===== src/rtl/team_06_i2s_pkg.sv =====
// rtl/team_06_i2s_pkg.sv - shared types and constants for the team_06 I2S receive path
package team_06_i2s_pkg;

    typedef enum logic [1:0] {
        IDLE  = 2'd0,
        LEFT  = 2'd1,
        RIGHT = 2'd2
    } i2s_state_t;

    localparam logic CH_LEFT  = 1'b0;
    localparam logic CH_RIGHT = 1'b1;

endpackage


===== src/rtl/team_06_i2s_sclk_gen.sv =====
// rtl/team_06_i2s_sclk_gen.sv - bit clock divider with internal rise/fall tick strobes
module team_06_i2s_sclk_gen #(
    parameter int DIV = 4
) (
    input  logic clk,
    input  logic nrst,
    input  logic run,
    output logic sclk_out,
    output logic rise_tick,
    output logic fall_tick
);

    localparam int CW = (DIV > 1) ? $clog2(DIV) : 1;
    localparam logic [CW-1:0] CNT_MAX = CW'(DIV - 1);

    logic [CW-1:0] div_cnt;
    logic          wrap;

    // Ticks mark the cycle whose closing edge toggles sclk_out, so the
    // controller acts on the same edge the ADC sees.
    assign wrap      = run && (div_cnt == CNT_MAX);
    assign rise_tick = wrap && !sclk_out;
    assign fall_tick = wrap && sclk_out;

    always_ff @(posedge clk or negedge nrst) begin
        if (!nrst) begin
            div_cnt  <= '0;
            sclk_out <= 1'b0;
        end else if (!run) begin
            div_cnt  <= '0;
            sclk_out <= 1'b0;
        end else if (wrap) begin
            div_cnt  <= '0;
            sclk_out <= ~sclk_out;
        end else begin
            div_cnt  <= div_cnt + CW'(1);
        end
    end

endmodule


===== src/rtl/team_06_i2s_rx_ctrl.sv =====
// rtl/team_06_i2s_rx_ctrl.sv - master-mode I2S receive controller with valid/ready sample output
module team_06_i2s_rx_ctrl
    import team_06_i2s_pkg::*;
#(
    parameter int DIV    = 4,
    parameter int WORD_W = 8
) (
    input  logic              clk,
    input  logic              nrst,
    input  logic              en,
    input  logic              sd_in,
    output logic              sclk_out,
    output logic              ws_out,
    output logic [WORD_W-1:0] sample_out,
    output logic              sample_ch,
    output logic              sample_valid,
    input  logic              sample_ready,
    output logic              overrun
);

    localparam int BW = $clog2(WORD_W + 1);
    localparam logic [BW-1:0] LAST_BIT = BW'(WORD_W);

    i2s_state_t        state;
    i2s_state_t        state_next;
    logic              run;
    logic              rise_tick;
    logic              fall_tick;
    logic              swap_pend;
    logic              word_done;
    logic              cur_ch;
    logic [BW-1:0]     bit_cnt;
    logic [WORD_W-2:0] shreg;
    logic [WORD_W-1:0] word_full;

    // Gating run with en lets the divider drop to idle on the same edge as the FSM.
    assign run       = en && (state != IDLE);
    assign word_full = {shreg, sd_in};
    assign word_done = rise_tick && (bit_cnt == LAST_BIT);
    assign cur_ch    = (state == RIGHT) ? CH_RIGHT : CH_LEFT;

    team_06_i2s_sclk_gen #(
        .DIV(DIV)
    ) u_sclk_gen (
        .clk      (clk),
        .nrst     (nrst),
        .run      (run),
        .sclk_out (sclk_out),
        .rise_tick(rise_tick),
        .fall_tick(fall_tick)
    );

    always_ff @(posedge clk or negedge nrst) begin
        if (!nrst) begin
            state <= IDLE;
        end else begin
            state <= state_next;
        end
    end

    always_comb begin
        state_next = state;
        case (state)
            IDLE: begin
                if (en) state_next = LEFT;
            end
            LEFT: begin
                if (!en)                        state_next = IDLE;
                else if (fall_tick && swap_pend) state_next = RIGHT;
            end
            RIGHT: begin
                if (!en)                        state_next = IDLE;
                else if (fall_tick && swap_pend) state_next = LEFT;
            end
            default: state_next = IDLE;
        endcase
    end

    // Word select follows the next state, so it moves only on a slot swap or leaving/entering IDLE.
    always_ff @(posedge clk or negedge nrst) begin
        if (!nrst) begin
            ws_out <= 1'b1;
        end else begin
            ws_out <= (state_next != LEFT);
        end
    end

    always_ff @(posedge clk or negedge nrst) begin
        if (!nrst) begin
            bit_cnt   <= '0;
            shreg     <= '0;
            swap_pend <= 1'b0;
        end else if (!run) begin
            bit_cnt   <= '0;
            shreg     <= '0;
            swap_pend <= 1'b0;
        end else begin
            if (rise_tick) begin
                if (bit_cnt == LAST_BIT) begin
                    bit_cnt   <= '0;
                    swap_pend <= 1'b1;
                end else begin
                    bit_cnt <= bit_cnt + BW'(1);
                    // bit_cnt == 0 is the one-bit delay slot; data starts after it.
                    if (bit_cnt != '0) shreg <= word_full[WORD_W-2:0];
                end
            end
            if (fall_tick) swap_pend <= 1'b0;
        end
    end

    always_ff @(posedge clk or negedge nrst) begin
        if (!nrst) begin
            sample_out   <= '0;
            sample_ch    <= CH_LEFT;
            sample_valid <= 1'b0;
            overrun      <= 1'b0;
        end else begin
            if (word_done && (!sample_valid || sample_ready)) begin
                sample_out   <= word_full;
                sample_ch    <= cur_ch;
                sample_valid <= 1'b1;
            end else if (sample_valid && sample_ready) begin
                sample_valid <= 1'b0;
            end

            if (!en) begin
                overrun <= 1'b0;
            end else if (word_done && sample_valid && !sample_ready) begin
                overrun <= 1'b1;
            end
        end
    end

endmodule


===== config.mk =====
export PLATFORM = sky130hd
export DESIGN_NAME = team_06_i2s_rx_ctrl
export DESIGN_NICKNAME = d
export VERILOG_FILES = /design/src/rtl/team_06_i2s_pkg.sv /design/src/rtl/team_06_i2s_sclk_gen.sv /design/src/rtl/team_06_i2s_rx_ctrl.sv
export SDC_FILE = /design/constraint.sdc
export NUM_CORES = 1
export LEC_CHECK = 0
export ABC_CLOCK_PERIOD_IN_PS = 2000
export BUFFER_PORTS_ARGS = -buffer_cell sky130_fd_sc_hd__buf_2
export CORE_MARGIN = 1
export CORE_UTILIZATION = 45
export CTS_BUF_LIST = sky130_fd_sc_hd__clkbuf_2
export DETAILED_ROUTE_END_ITERATION = 10
export PLACE_DENSITY = 0.76
export REMOVE_ABC_BUFFERS = 1
export SLEW_MARGIN = 15
export SYNTH_ARGS = -nofsm -noshare
export SYNTH_HDL_FRONTEND = slang
export SYNTH_SLANG_ARGS = --single-unit

===== constraint.sdc =====
create_clock -name clk -period 2 [get_ports clk]
set_clock_uncertainty 0.15 [all_clocks]
set_input_delay 0.4 -clock clk [delete_from_list [all_inputs] [get_ports clk]]
set_output_delay 0.4 -clock clk [all_outputs]
set_load 0.05 [all_outputs]

==> reports/qor.yml <==
status: "completed"
drive_gt1_frac: 0.316
antenna_left: 0
finalPower_uw: 914
avgSynthCellArea_sq_um: 12.3
r2r_start: "bit_cnt[0]"
cts.htree.levels: 2
antenna_cells: 0
antenna_found_initial: 0
start_util: 0.478
grt_max_degree: 30
synthCells: 108
nNetsFinal: 140
startpoint: "bit_cnt[0]"
root_buffer: "clkbuf_2"
num_vias: 891
final_cell_mix: "dfrtp_1, buf_2, mux2_4"
min_path_type: "in -> reg"
grt-ovfl-total: 0
clk_pin_slew_ns: 0.14
routed_via_density: 5.43
hpwl_um: 1600
cp-endpoint: "sample_out[2]"
clock_path_buffers: 2
drtIter0Drc: 12
synth_edf_count: 0
period_minus_slack_ns: 1.88
peakVddDrop_mv: 0.408
syn2layout_area_growth_pct: 11.9
rsz0062_at_grt: "false"
cp.required_ns: 2.11
ys_ff_latch: 29
hold_viol: 0
startpoint_type: "flop"
drcViolationCount: 0
gp_congestion: 0.802
cp_cell_sequence: "inv_1 > ha_1 > and3b_1 > and4_4 > mux2_4"
cap_violations: 0
pin_count: 18
core-area_sq_um: 2780
first_pass_iters: 3
cp_top_family: "simple AND/OR/NAND/NOR gates"
worstSetupPathType: "reg -> reg"
fin_setup_tns_ns: 0
synthFlopType: "dfrtp_1"
holdWs_ns: 0.0844
syn_area_sq_um: 1330
final_area_sq_um: 1490
dieArea_sq_um: 3170
cts_buffers: 5
rows: 19
power_density_nw_per_um2: 615
grt_pass1_wl_um: 4080
max_slew_margin: 0.585
avgRoutedWirePerCell_um: 14.1
cts_tree: "done"
critPathMaxFanout: 9
clock_latency_ns: 0.35
track_usage: 0.171
cp-end-kind: "flop"
port_buffers: 17
synthArstFlopShare: 1.00
final_common_cell: "dfrtp_1"
r2r_slack_ns: 0.12
wirelength_um: 2310
slowest_stage: "dfrtp_1"
worstMarginPinSlew_ns: 0.616
clock-sinks: 29
finalCritPeriodShare: 0.939
yosysSeqAreaShare: 0.547
p_leak_nw: 0.725
cts_setup_buffers: 0
max_stage_delay_ns: 0.44
cp.depth: 5
drv_slew: 0
die_w_um: 56.3
dpl_cell_area_sq_um: 1440
cp_data_arrival_time_ns: 1.98
synth.yosys.warnings: 0
path_buf_inv: 1
synth_cell_type_count: 37
grt_pass1_vias: 915
setup_viol: 0
ff2ff_path_depth: 5
die-height_um: 56.3
max_freq_mhz: 532
rr_endpoint: "sample_out[2]"
[worst min-delay path by stage]
stage | startpoint | endpoint | slack [ns] | cells after the start
after floorplan | nrst | bit_cnt[0] | -0.05 | 0
after CTS | en | ws_out | 0.07 | 2
after global routing | en | ws_out | 0.08 | 2
after detailed placement | u_sclk_gen.div_cnt[0] | u_sclk_gen.div_cnt[0] | 0.28 | 1
after global placement | u_sclk_gen.div_cnt[0] | u_sclk_gen.div_cnt[0] | 0.27 | 1
final | en | ws_out | 0.08 | 2
[final cells by class]
cell class / instances / area [sq um]
fillers: 252 / 1290
flip-flops and latches: 29 / 727
multi-input cells: 69 / 543
repair buffers: 21 / 118
well taps: 31 / 38.8
clock buffers: 5 / 25.0
inverters: 6 / 22.5
clock inverters: 3 / 12.5
[state kept, by name, summed over array words and instances, names as in the netlist]
signal               count
bit_cnt                  4
overrun                  1
sample_ch                1
sample_out               8
sample_valid             1
shreg                    7
state                    2
swap_pend                1
u_sclk_gen.div_cnt       2
u_sclk_gen.sclk_out      1
ws_out                   1
[stage by stage]
step / worst slack [ns] / utilization / instances
floorplan: 0.142 / - / 104
global placement: 0.212 / 0.517 / 155
detailed placement: 0.138 / 0.517 / 155
CTS: 0.111 / 0.534 / 164
global route: 0.0239 / 0.534 / 164
finish: 0.121 / 0.534 / 164
[power by group]
part           switching (mW)  internal [mW]  total, mW
Sequential            0.00252          0.591      0.594
Clock                   0.202         0.0763      0.279
Combinational          0.0283         0.0127     0.0411
[per-layer routing]
layer  global-route usage  vias up  wire length, um
li1                     -      433                -
met1                0.219      442             1050
met2                0.267       11             1160
met3               0.0553        5               65
met4               0.0732        0               38
met5                    0        -                0
[synth_stat cells (all sizes together), types with 2 or more instances]
library cell,count,area (sq um)
mux2,11,158
nand2b,4,25.0
nand4,2,12.5
inv,6,22.5
nor2,4,15.0
buf,3,32.5
a211oi,2,15.0
dfrtp,28,701
nand3,4,25.0
o211ai,4,30.0
and2b,2,17.5
ha,3,37.5
o21ai,7,35.0
nand2,4,15.0
nor3,2,10.0
nand3b,2,15.0
a21oi,4,20.0
o21a,2,15.0
[repair_timing]
item | in CTS | in global routing
endpoints found under the hold margin | 28 | 0
resized for setup | 0 | 0
hold buffers | 1 | 0
[kinds of logic (layout without fill, tap and decap cells)]
family,after synthesis,in the layout,share of synthesized area
AOI/OAI and AO/OA,23,23,0.112
buffers and inverters,10,35,0.0443
adders and majority gates,3,3,0.0283
and+or+nand+nor,31,31,0.142
DFF,29,29,0.547
muxes,12,12,0.126
No activity file was read; power rests on OpenSTA's default activity.
